**src/rtl/ldpc_sys_encoder_if.sv**
```systemverilog
// ldpc_sys_encoder_if: message-in / codeword-out stream bundle of the systematic LDPC encoder.
//   Message stream : msg_bit, msg_valid (to encoder), msg_ready (from encoder)
//   Codeword stream: cw_data[OUT_W], cw_valid, cw_last (from encoder), cw_ready (to encoder)
// Modports:
//   master : the environment side (produces message bits, consumes the codeword)
//   slave  : the encoder side
interface ldpc_sys_encoder_if #(
  parameter int unsigned OUT_W = 1
);
  logic             msg_bit;
  logic             msg_valid;
  logic             msg_ready;
  logic [OUT_W-1:0] cw_data;
  logic             cw_valid;
  logic             cw_ready;
  logic             cw_last;

  modport master (
    output msg_bit, msg_valid, cw_ready,
    input  msg_ready, cw_data, cw_valid, cw_last
  );

  modport slave (
    input  msg_bit, msg_valid, cw_ready,
    output msg_ready, cw_data, cw_valid, cw_last
  );
endinterface

```
**src/rtl/ldpc_sys_encoder.sv**
```systemverilog
// ldpc_sys_encoder: systematic LDPC encoder for H = [P^T | I_M].
// Accepts K message bits serially, accumulates the M = N-K parity bits as they
// arrive, then streams the N-bit codeword c = {u[0..K-1], p[0..M-1]}.
// Ports:
//   clk          clock
//   rst          synchronous active-high reset
//   bus          ldpc_sys_encoder_if.slave (msg_bit/msg_valid/msg_ready,
//                cw_data/cw_valid/cw_ready/cw_last)
//   busy         high whenever state != LOAD or the bit counter != 0
//   frame_count  completed frames, wraps at 16'hFFFF
// Build option:
//   OUTPUT_LLR_EN  when defined, cw_data is a signed LLR_WIDTH value
//                  (bit 0 -> +LLR_MAG, bit 1 -> -LLR_MAG); otherwise the hard bit.
module ldpc_sys_encoder #(
  parameter int unsigned             K         = 4,
  parameter int unsigned             N         = 8,
  parameter logic [K*(N-K)-1:0]      P_MATRIX  = 16'hEDB7,
  parameter int unsigned             LLR_WIDTH = 4,
  parameter int                      LLR_MAG   = 3
) (
  input  logic                 clk,
  input  logic                 rst,
  ldpc_sys_encoder_if.slave    bus,
  output logic                 busy,
  output logic [15:0]          frame_count
);

  localparam int unsigned M     = N - K;
  localparam int unsigned CNT_W = $clog2(N) + 1;
`ifdef OUTPUT_LLR_EN
  localparam int unsigned OUT_W = LLR_WIDTH;
  localparam logic [OUT_W-1:0] LLR_POS = OUT_W'(LLR_MAG);
  localparam logic [OUT_W-1:0] LLR_NEG = OUT_W'(-LLR_MAG);
`else
  localparam int unsigned OUT_W = 1;
`endif

  // Reject parameter sets that cannot form a valid code or LLR encoding
  if (K < 1 || N <= K || LLR_WIDTH < 2 || LLR_MAG < 1 ||
      LLR_MAG >= (1 << (LLR_WIDTH - 1))) begin : g_param_check
    $error("ldpc_sys_encoder: illegal parameter combination");
  end

  typedef enum logic [0:0] {
    LOAD = 1'b0,
    EMIT = 1'b1
  } state_t;

  state_t           state_q, state_d;
  logic [CNT_W-1:0] cnt_q, cnt_d;          // k in LOAD, codeword index in EMIT
  logic [K-1:0]     msg_q, msg_d;
  logic [M-1:0]     parity_q, parity_d;
  logic             msg_ready_q, msg_ready_d;
  logic             cw_valid_q, cw_valid_d;
  logic             cw_last_q, cw_last_d;
  logic [OUT_W-1:0] cw_data_q, cw_data_d;
  logic             busy_q, busy_d;
  logic [15:0]      frame_count_q, frame_count_d;

  logic [M-1:0]     p_row;                 // row k of P: parity bits touched by u[k]
  logic [N-1:0]     cw_vec;                // codeword as stored, bit i = c[i]
  logic [N-1:0]     cw_sh;

  // Map a codeword bit onto the output symbol format
  function automatic logic [OUT_W-1:0] to_sym(input logic b);
`ifdef OUTPUT_LLR_EN
    return b ? LLR_NEG : LLR_POS;
`else
    return b;
`endif
  endfunction

  // State and output registers
  always_ff @(posedge clk) begin
    if (rst) begin
      state_q       <= LOAD;
      cnt_q         <= '0;
      msg_q         <= '0;
      parity_q      <= '0;
      msg_ready_q   <= 1'b1;
      cw_valid_q    <= 1'b0;
      cw_last_q     <= 1'b0;
      cw_data_q     <= '0;
      busy_q        <= 1'b0;
      frame_count_q <= '0;
    end else begin
      state_q       <= state_d;
      cnt_q         <= cnt_d;
      msg_q         <= msg_d;
      parity_q      <= parity_d;
      msg_ready_q   <= msg_ready_d;
      cw_valid_q    <= cw_valid_d;
      cw_last_q     <= cw_last_d;
      cw_data_q     <= cw_data_d;
      busy_q        <= busy_d;
      frame_count_q <= frame_count_d;
    end
  end

  // Next-state and next-output logic
  always_comb begin
    state_d       = state_q;
    cnt_d         = cnt_q;
    msg_d         = msg_q;
    parity_d      = parity_q;
    msg_ready_d   = msg_ready_q;
    cw_valid_d    = cw_valid_q;
    cw_last_d     = cw_last_q;
    cw_data_d     = cw_data_q;
    frame_count_d = frame_count_q;
    cw_sh         = '0;
    p_row         = M'(P_MATRIX >> (cnt_q * M));
    cw_vec        = {parity_q, msg_q};

    case (state_q)
      LOAD: begin
        if (bus.msg_valid && msg_ready_q) begin
          msg_d    = (msg_q & ~(K'(1) << cnt_q)) | (K'(bus.msg_bit) << cnt_q);
          parity_d = parity_q ^ (p_row & {M{bus.msg_bit}});
          if (cnt_q == CNT_W'(K - 1)) begin
            // Last message bit: first codeword symbol (u[0]) goes out next cycle
            cnt_d       = '0;
            state_d     = EMIT;
            msg_ready_d = 1'b0;
            cw_valid_d  = 1'b1;
            cw_last_d   = 1'b0;
            cw_data_d   = to_sym(msg_d[0]);
          end else begin
            cnt_d = cnt_q + CNT_W'(1);
          end
        end
      end

      EMIT: begin
        if (cw_valid_q && bus.cw_ready) begin
          if (cnt_q == CNT_W'(N - 1)) begin
            state_d       = LOAD;
            cnt_d         = '0;
            parity_d      = '0;
            frame_count_d = frame_count_q + 16'd1;
            msg_ready_d   = 1'b1;
            cw_valid_d    = 1'b0;
            cw_last_d     = 1'b0;
            cw_data_d     = '0;
          end else begin
            cnt_d     = cnt_q + CNT_W'(1);
            cw_sh     = cw_vec >> cnt_d;
            cw_data_d = to_sym(cw_sh[0]);
            cw_last_d = (cnt_d == CNT_W'(N - 1));
          end
        end
      end

      default: begin
        state_d = LOAD;
      end
    endcase

    busy_d = (state_d != LOAD) || (cnt_d != '0);
  end

  assign bus.msg_ready = msg_ready_q;
  assign bus.cw_valid  = cw_valid_q;
  assign bus.cw_last   = cw_last_q;
  assign bus.cw_data   = cw_data_q;
  assign busy          = busy_q;
  assign frame_count   = frame_count_q;

endmodule

```
**src/flat_wrapper.sv**
```systemverilog
// flat-port wrapper written by rule: the top's interface ports become plain ports
module ldpc_sys_encoder_flat 
#(
  parameter int unsigned             K         = 4,
  parameter int unsigned             N         = 8,
  parameter logic [K*(N-K)-1:0]      P_MATRIX  = 16'hEDB7,
  parameter int unsigned             LLR_WIDTH = 4,
  parameter int                      LLR_MAG   = 3
)
  (clk, rst, busy, frame_count, bus_msg_bit, bus_msg_valid, bus_cw_ready, bus_msg_ready, bus_cw_data, bus_cw_valid, bus_cw_last);
  ldpc_sys_encoder_if #(.OUT_W((1))) bus_i ();
  input  logic clk;
  input  logic rst;
  output logic busy;
  output logic [15:0] frame_count;
  input wire logic [$bits(bus_i.msg_bit)-1:0] bus_msg_bit;
  input wire logic [$bits(bus_i.msg_valid)-1:0] bus_msg_valid;
  input wire logic [$bits(bus_i.cw_ready)-1:0] bus_cw_ready;
  output wire logic [$bits(bus_i.msg_ready)-1:0] bus_msg_ready;
  output wire logic [$bits(bus_i.cw_data)-1:0] bus_cw_data;
  output wire logic [$bits(bus_i.cw_valid)-1:0] bus_cw_valid;
  output wire logic [$bits(bus_i.cw_last)-1:0] bus_cw_last;
  assign bus_i.msg_bit = bus_msg_bit;
  assign bus_i.msg_valid = bus_msg_valid;
  assign bus_i.cw_ready = bus_cw_ready;
  assign bus_msg_ready = bus_i.msg_ready;
  assign bus_cw_data = bus_i.cw_data;
  assign bus_cw_valid = bus_i.cw_valid;
  assign bus_cw_last = bus_i.cw_last;
  ldpc_sys_encoder #(.K(K), .N(N), .P_MATRIX(P_MATRIX), .LLR_WIDTH(LLR_WIDTH), .LLR_MAG(LLR_MAG)) u_core (.clk(clk), .rst(rst), .bus(bus_i), .busy(busy), .frame_count(frame_count));
endmodule
```
**config.mk**
```make
export PLATFORM = sky130hd
export DESIGN_NAME = ldpc_sys_encoder_flat
export DESIGN_NICKNAME = d
export VERILOG_FILES = /design/src/rtl/ldpc_sys_encoder_if.sv /design/src/rtl/ldpc_sys_encoder.sv /design/src/flat_wrapper.sv
export SDC_FILE = /design/constraint.sdc
export NUM_CORES = 1
export LEC_CHECK = 0
export CAP_MARGIN = 20
export CORE_MARGIN = 5
export CORE_UTILIZATION = 30
export DETAILED_ROUTE_END_ITERATION = 8
export GPL_ROUTABILITY_DRIVEN = 0
export HOLD_SLACK_MARGIN = 0.12
export PLACE_DENSITY_LB_ADDON = 0.05
export SLEW_MARGIN = 15
export SYNTH_ARGS = -nofsm -noshare
export SYNTH_HDL_FRONTEND = slang
export SYNTH_SLANG_ARGS = --single-unit
```
**constraint.sdc**
```tcl
create_clock -name clk -period 1.83 [get_ports clk]
set_input_delay 0.4575 -clock clk [delete_from_list [all_inputs] [get_ports clk]]
set_output_delay 0.4575 -clock clk [all_outputs]
set_load 0.01 [all_outputs]
```
==> run_results.csv, run 1 <==
group,metric,value,unit
routing,vias_per_cell,5.01,
floorplanning,ios,26,
setup_path,path_delay_family,"buffers and inverters",
sta,finalSetupViolations,0,
yosys,syn-num-nets,225,
worst_hold_path,hold_depth,2,
grt,grt_max_degree,15,
worst_hold_path,hp-class,"flop to flop",
sta,fmax,0.567,GHz
yosys,seq_area_frac_synth,0.378,
setup_path,crit_slowest_cell,"clkdlybuf4s50_1",
floorplanning,core,0.00589,sq mm
yosys,synth_edf_count,0,
setup_path,crit_path_end_kind,"output port",
floorplanning,initial_core_util,0.306,
sta,tightest_slew,0.409,ns
cts,clkTransAtPathRegs,0.08,ns
yosys,async_flop_share,0,
placed_design,port_buffers,25,
yosys,yosysUniqueCellTypes,45,
setup_path,cp.required,1.37,ns
cts,cts_tree,"done",
sta,min_period,1.76,ns
setup_path,slowest_delay,0.53,ns
grt,grt_overflow_total,0,
sta,skew,0.00823,ns
routing,drt-pass1-iter-count,4,
floorplanning,std_cell_rows,28,
layout,diodes,0,
placed_design,hpwl,3530,microns
sta,rsz0062_at_grt,"false",
cts,cts_buffer_depth,2,
floorplanning,dieArea,0.00766,sq mm
sta,drv_slew,0,
sta,finalHoldViolCount,0,
layout,nets,272,
cts,worstSkewPairLatency,0.29,ns
run,cap_violations,0,
sta,fin_crit_sh,0.964,
yosys,synth_cells,217,
sta,fin_ws,0.0654,ns
power,p_per_area,621,mW/mm^2
setup_path,startpoint_type,"flop",
layout,num-fill-cells,608,
run_status,status,"completed",
yosys,synth_warnings,0,
yosys,syn-cell-area,0.00180,sq mm
routing,vias,1702,
cts,numClockSinks,34,
layout,drive_above_1_share,0.219,
setup_path,crit_buf_inv,2,
floorplanning,die_h,87.5,microns
grt,antenna_found_initial,0,
power,irDropWorstVdd,0.000249,V
setup_path,r2r_end,"u_core.frame_count[15]$_SDFFE_PP0P_",
grt,first_global_vias,1671,
worst_hold_path,hold_path.startpoint,"u_core.bus.cw_last$_SDFFE_PP0P_",
grt,track_usage,0.135,
yosys,synth_area_per_cell,8.30,sq um
cts,post_cts_buffers,0,
routing,wirelength,4710,microns
power,leakage,0.884,nW
yosys,synth_flop_cell,"dfxtp_1",
routing,drtIter0Drc,66,
setup_path,crit_type,"flop to output port",
cts,htreeDepth,2,
setup_path,timing.rr.start,"u_core.frame_count[5]$_SDFFE_PP0P_",
layout,final_core_util,0.419,
cts,numCtsBuffers,5,
routing,drc,0,
layout,synthToLayoutAreaGrowth,36.7,%
cts,root_buffer,"clkbuf_8",
layout,layout_commonest_cell,"dfxtp_1",
setup_path,path_cells,"buf_4 > clkdlybuf4s50_1",
sta,max-slew-margin-rel,0.726,
setup_path,crit_arrival,1.31,ns
setup_path,r2r_cells,4,
grt,grt_pass1_wl,8090,microns
floorplanning,die_w,87.5,microns
worst_hold_path,min_to,"u_core.bus.cw_last$_SDFFE_PP0P_",
routing,final_antenna_net_count,0,
placed_design,detailedPlace.worstSlack,-0.454,ns
yosys,ys_seq_elements,34,
layout,layout_common_cells,"32 x dfxtp_1, 27 x buf_4, 25 x nor2_1",
setup_path,r2r_slack,0.12,ns
setup_path,critical_path_peak_fanout,4,
routing,wl_per_cell,13.9,microns
==> worst register-to-register path, delay by kind of cell (launching register included) <==
kind / cells / cell delay (ns)
AND/OR/NAND/NOR: 3 / 0.88
flip-flops: 1 / 0.37
multiplexers: 1 / 0.35
==> cells in the mapped netlist, drive strengths merged, types with 2 or more instances <==
| library cell | number | area [sq um] |
|---|---|---|
| and4 | 2 | 17.5 |
| dfxtp | 34 | 681 |
| and3 | 2 | 12.5 |
| o31ai | 2 | 15.0 |
| or3 | 5 | 31.3 |
| nand2 | 16 | 60.1 |
| clkbuf | 9 | 33.8 |
| mux2i | 5 | 50.1 |
| inv | 7 | 26.3 |
| a211oi | 3 | 22.5 |
| nor4 | 8 | 50.1 |
| ha | 3 | 37.5 |
| mux4 | 2 | 45.0 |
| nor2b | 6 | 37.5 |
| or4 | 2 | 15.0 |
| buf | 4 | 18.8 |
| mux2 | 5 | 56.3 |
| nand4 | 2 | 12.5 |
| nor2 | 25 | 93.8 |
| o21ai | 13 | 65.1 |
| or3b | 2 | 17.5 |
| nor3 | 3 | 15.0 |
| a21oi | 15 | 75.1 |
| xnor2 | 5 | 43.8 |
| a311oi | 5 | 43.8 |
| nand3 | 13 | 65.1 |
| o21a | 2 | 15.0 |
==> layout make-up <==
type,instances,area [sq um],share of cell area
Clock buffer,6,82.6,0.0335
Clock inverter,2,12.5,0.00508
Inverter,7,26.3,0.0107
Multi-Input combinational cell,163,1090,0.444
Sequential cell,34,683,0.277
Tap cell,75,93.8,0.0381
Timing Repair Buffer,53,472,0.191
==> state kept, by name, indices dropped and copies added (netlist names) <==
| name | cells |
|---|---|
| u_core.parity_q | 4 |
| u_core.bus.cw_data | 1 |
| u_core.state_q | 1 |
| u_core.msg_q | 4 |
| u_core.cnt_q | 4 |
| u_core.frame_count | 16 |
| u_core.bus.cw_last | 1 |
| u_core.bus.cw_valid | 1 |
| u_core.bus.msg_ready | 1 |
| u_core.busy | 1 |
==> per-layer routing <==
metal / part of all wire / GRT usage
met3: 0.030 / 0.0322
met1: 0.52 / 0.191
met2: 0.44 / 0.196
met5: 0 / 0
met4: 0.017 / 0.0502
==> power by group <==
group	leakage (nW)	total (mW)	internal, mW	switching, mW
logic	0.561	0.161	0.0765	0.0844
registers	0.277	0.769	0.757	0.0121
clock network	0.0472	0.600	0.303	0.298
total	0.884	1.53	1.14	0.394
==> metrics by stage <==
stage	setup TNS, ns	total power [mW]	hold WS (ns)	area (sq um)	instances
floorplan	0	0.887	0.442	1800	217
global placement	-4.95	0.952	0.470	2320	332
detailed placement	-5.14	0.950	0.470	2320	332
CTS	0	1.56	0.486	2450	340
global route	0	1.62	0.510	2460	340
finish	0	1.53	0.482	2460	340
==> cell families after synthesis <==
logic type,count (synthesis),synth area share
AOI/OAI and AO/OA,49,0.172
xor gates and xnor gates,6,0.0292
adders and majority gates,3,0.0208
buffers and inverters,20,0.0437
DFF,34,0.378
muxes,12,0.0840
and+or+nand+nor,93,0.272
==> worst max-delay path by stage <==
stage,from,to,slack (ns),depth (start not counted)
final,u_core.bus.cw_valid$_SDFFE_PP0P_,bus_cw_valid,0.07,2
after global routing,u_core.frame_count[3]$_SDFFE_PP0P_,frame_count[3],0.01,2
after CTS,u_core.frame_count[11]$_SDFFE_PP0P_,frame_count[11],0.04,1
after detailed placement,bus_cw_ready,u_core.frame_count[14]$_SDFFE_PP0P_,-0.45,5
after global placement,bus_cw_ready,u_core.frame_count[14]$_SDFFE_PP0P_,-0.42,5
after floorplan,u_core.cnt_q[0]$_SDFF_PP0_,u_core.bus.cw_data$_SDFFE_PP0P_,0.005,7
==> timing repair <==
action	CTS	global route
hold buffers	0	0
cloned	0	0
endpoints found under the setup margin	8	4
resized for setup	10	4
pin swaps	0	0
(Power assumes the default switching activity.)
==> run 2, diff against run 1 <==
--- a/config.mk
+++ b/config.mk
@@ -7,2 +7,3 @@
 export LEC_CHECK = 0
+export ABC_AREA = 1
 export CAP_MARGIN = 20
==> constraint.sdc (replaced) <==
create_clock -name clk -period 1.83 [get_ports clk]
set_input_delay 0.183 -clock clk [delete_from_list [all_inputs] [get_ports clk]]
set_output_delay 0.183 -clock clk [all_outputs]
set_load 0.01 [all_outputs]
==> run 2 against run 1 <==
Routed wire length grew 13%. Critical path depth grew 5. Global-route usage grew 0.079 points. Maximum frequency grew 16%. Final area shrank 0.96%. Combinational power grew 22%. Core utilization shrank 3.9 points.
==> run_results.csv, run 2 <==
group,metric,value,unit
routing,vias_per_cell,4.73,
cts,ctsResizeCount,0,
routing,final_antenna_net_count,0,
setup_path,r2r_end,"u_core.frame_count[8]$_SDFFE_PP0P_",
yosys,syn-cell-area,0.00200,sq mm
yosys,synth_cells,307,
sta,drv_slew,0,
sta,max-slew-margin-rel,0.745,
sta,min_period,1.52,ns
cts,htreeDepth,2,
yosys,synth_area_per_cell,6.51,sq um
layout,fin_cells,417,
setup_path,timing.rr.start,"u_core.frame_count[1]$_SDFFE_PP0P_",
layout,synthToLayoutAreaGrowth,22.1,%
placed_design,dp_cells,409,
routing,vias,1972,
sta,skew,0.00726,ns
floorplanning,dieArea,0.00839,sq mm
grt,antenna_found_initial,0,
worst_hold_path,hp-class,"flop to flop",
cts,cts_hold_buf,0,
yosys,yosysUniqueCellTypes,31,
floorplanning,ios,26,
setup_path,critical_path_peak_fanout,6,
sta,finalSetupViolations,0,
setup_path,r2r_slack,0.31,ns
grt,grt_pass1_wl,9250,microns
sta,tightest_slew,0.379,ns
grt,grt_max_degree,20,
worst_hold_path,hold_depth,2,
setup_path,crit_type,"flop to flop",
power,leakage,0.967,nW
yosys,synth_top_area_frac,0.341,
routing,drt-pass1-iter-count,4,
worst_hold_path,min_to,"u_core.msg_q[2]$_SDFFE_PP0P_",
yosys,yosysMostFrequentCell,"nand2_1",
yosys,synthTopCellsByCount,"100 x nand2_1, 34 x dfxtp_1, 32 x inv_1, 28 x a21oi_1, 27 x nor2_1",
setup_path,cp.required,2.05,ns
cts,clkTransAtPathRegs,0.08,ns
yosys,async_flop_share,0,
routing,drc,0,
floorplanning,std_cell_rows,29,
routing,wirelength,5320,microns
placed_design,hpwl,4020,microns
sta,finalHoldViolCount,0,
grt,first_global_vias,1995,
floorplanning,die_w,91.6,microns
grt,grt_overflow_total,0,
yosys,synth_edf_count,0,
floorplanning,initial_core_util,0.311,
setup_path,crit_arrival,1.74,ns
yosys,synth_flop_cell,"dfxtp_1",
sta,fmax,0.658,GHz
cts,cts_buffer_depth,2,
worst_hold_path,hold_path.startpoint,"u_core.msg_q[2]$_SDFFE_PP0P_",
placed_design,port_buffers,25,
yosys,syn-num-nets,315,
yosys,ys_seq_elements,34,
power,p_per_area,639,mW/mm^2
cts,numCtsBuffers,5,
sta,finalSetupTns,0,ns
yosys,synth_warnings,0,
layout,layout_commonest_cell,"nand2_1",
power,irDropWorstVdd,0.000224,V
run_status,status,"completed",
sta,fin_crit_sh,0.831,
yosys,yosys.area.top_type,"dfxtp_1",
floorplanning,die_h,91.6,microns
yosys,seq_area_frac_synth,0.341,
sta,rsz0062_at_grt,"false",
cts,root_buffer,"clkbuf_8",
cts,cts_tree,"done",
layout,drive_above_1_share,0.0912,
layout,nets,347,
layout,largest_reg_flops,16,
yosys,synth.top_cells.by_area,"dfxtp_1 34%, nand2_1 19%, a21oi_1 7.0%",
run,cap_violations,0,
layout,layout_common_cells,"100 x nand2_1, 34 x dfxtp_1, 32 x inv_1",
grt,track_usage,0.136,
cts,numClockSinks,34,
floorplanning,core,0.00642,sq mm
setup_path,r2r_cells,7,
routing,drtIter0Drc,33,
setup_path,crit_path_end_kind,"flop",
cts,post_cts_buffers,0,
layout,diodes,0,
setup_path,startpoint_type,"flop",
cts,worstSkewPairLatency,0.28,ns
routing,wl_per_cell,12.8,microns
[run 2: critical path, stage by stage (launching register included)]
cell     delay, ns
dfxtp_1       0.40
ha_1          0.29
inv_1         0.10
nor2_1        0.20
nand2_1       0.09
xnor2_1       0.16
nand2_1       0.09
a21oi_2       0.12
[run 2: worst max-delay path by stage]
stage                                             from                                   to  slack (ns)
floorplan                   u_core.cnt_q[1]$_SDFF_PP0_  u_core.frame_count[13]$_SDFFE_PP0P_        0.40
global placement                          bus_cw_ready   u_core.frame_count[4]$_SDFFE_PP0P_        0.22
detailed placement                        bus_cw_ready   u_core.frame_count[2]$_SDFFE_PP0P_        0.19
CTS                 u_core.frame_count[1]$_SDFFE_PP0P_   u_core.frame_count[8]$_SDFFE_PP0P_        0.28
global route        u_core.frame_count[1]$_SDFFE_PP0P_   u_core.frame_count[8]$_SDFFE_PP0P_        0.12
finish              u_core.frame_count[1]$_SDFFE_PP0P_   u_core.frame_count[8]$_SDFFE_PP0P_        0.31
[run 2: where the power goes]
group          leakage [nW]  internal, mW  switching, mW
clock                0.0482         0.304          0.284
sequential            0.276         0.760         0.0142
combinational         0.643        0.0760          0.121
total                 0.967          1.14          0.419
[run 2: layout make-up]
type                    count  area (sq um)
clock buffers               7          86.3
clock inverters             1          5.00
fillers                   712          3980
inverters                  34           128
multi-input cells         232          1140
flip-flops and latches     34           681
well taps                  77          96.3
repair buffers             32           303
[run 2: kinds of logic after synthesis]
logic type	share of synthesized area
and+or+nand+nor	0.390
adders and majority gates	0.0188
DFF	0.341
xor gates and xnor gates	0.0132
buffers and inverters	0.0883
AOI/OAI and AO/OA	0.149
[run 2: per-stage QoR]
step	hold slack (ns)	power [mW]	util	instance area [sq um]	worst slack (ns)
after floorplan	0.373	0.921	-	2000	0.403
after global placement	0.433	0.992	0.366	2350	0.216
after detailed placement	0.435	0.992	0.366	2350	0.189
final	0.446	1.56	0.380	2440	0.309
after global routing	0.464	1.65	0.380	2440	0.116
after CTS	0.447	1.59	0.380	2440	0.285
[run 2: per-layer routing]
layer  wire length, microns  GRT usage  part of all wire
met5                      0          0                 0
met4                     90     0.0440             0.017
met3                    169     0.0360             0.032
met2                   2590      0.242              0.49
met1                   2470      0.157              0.46
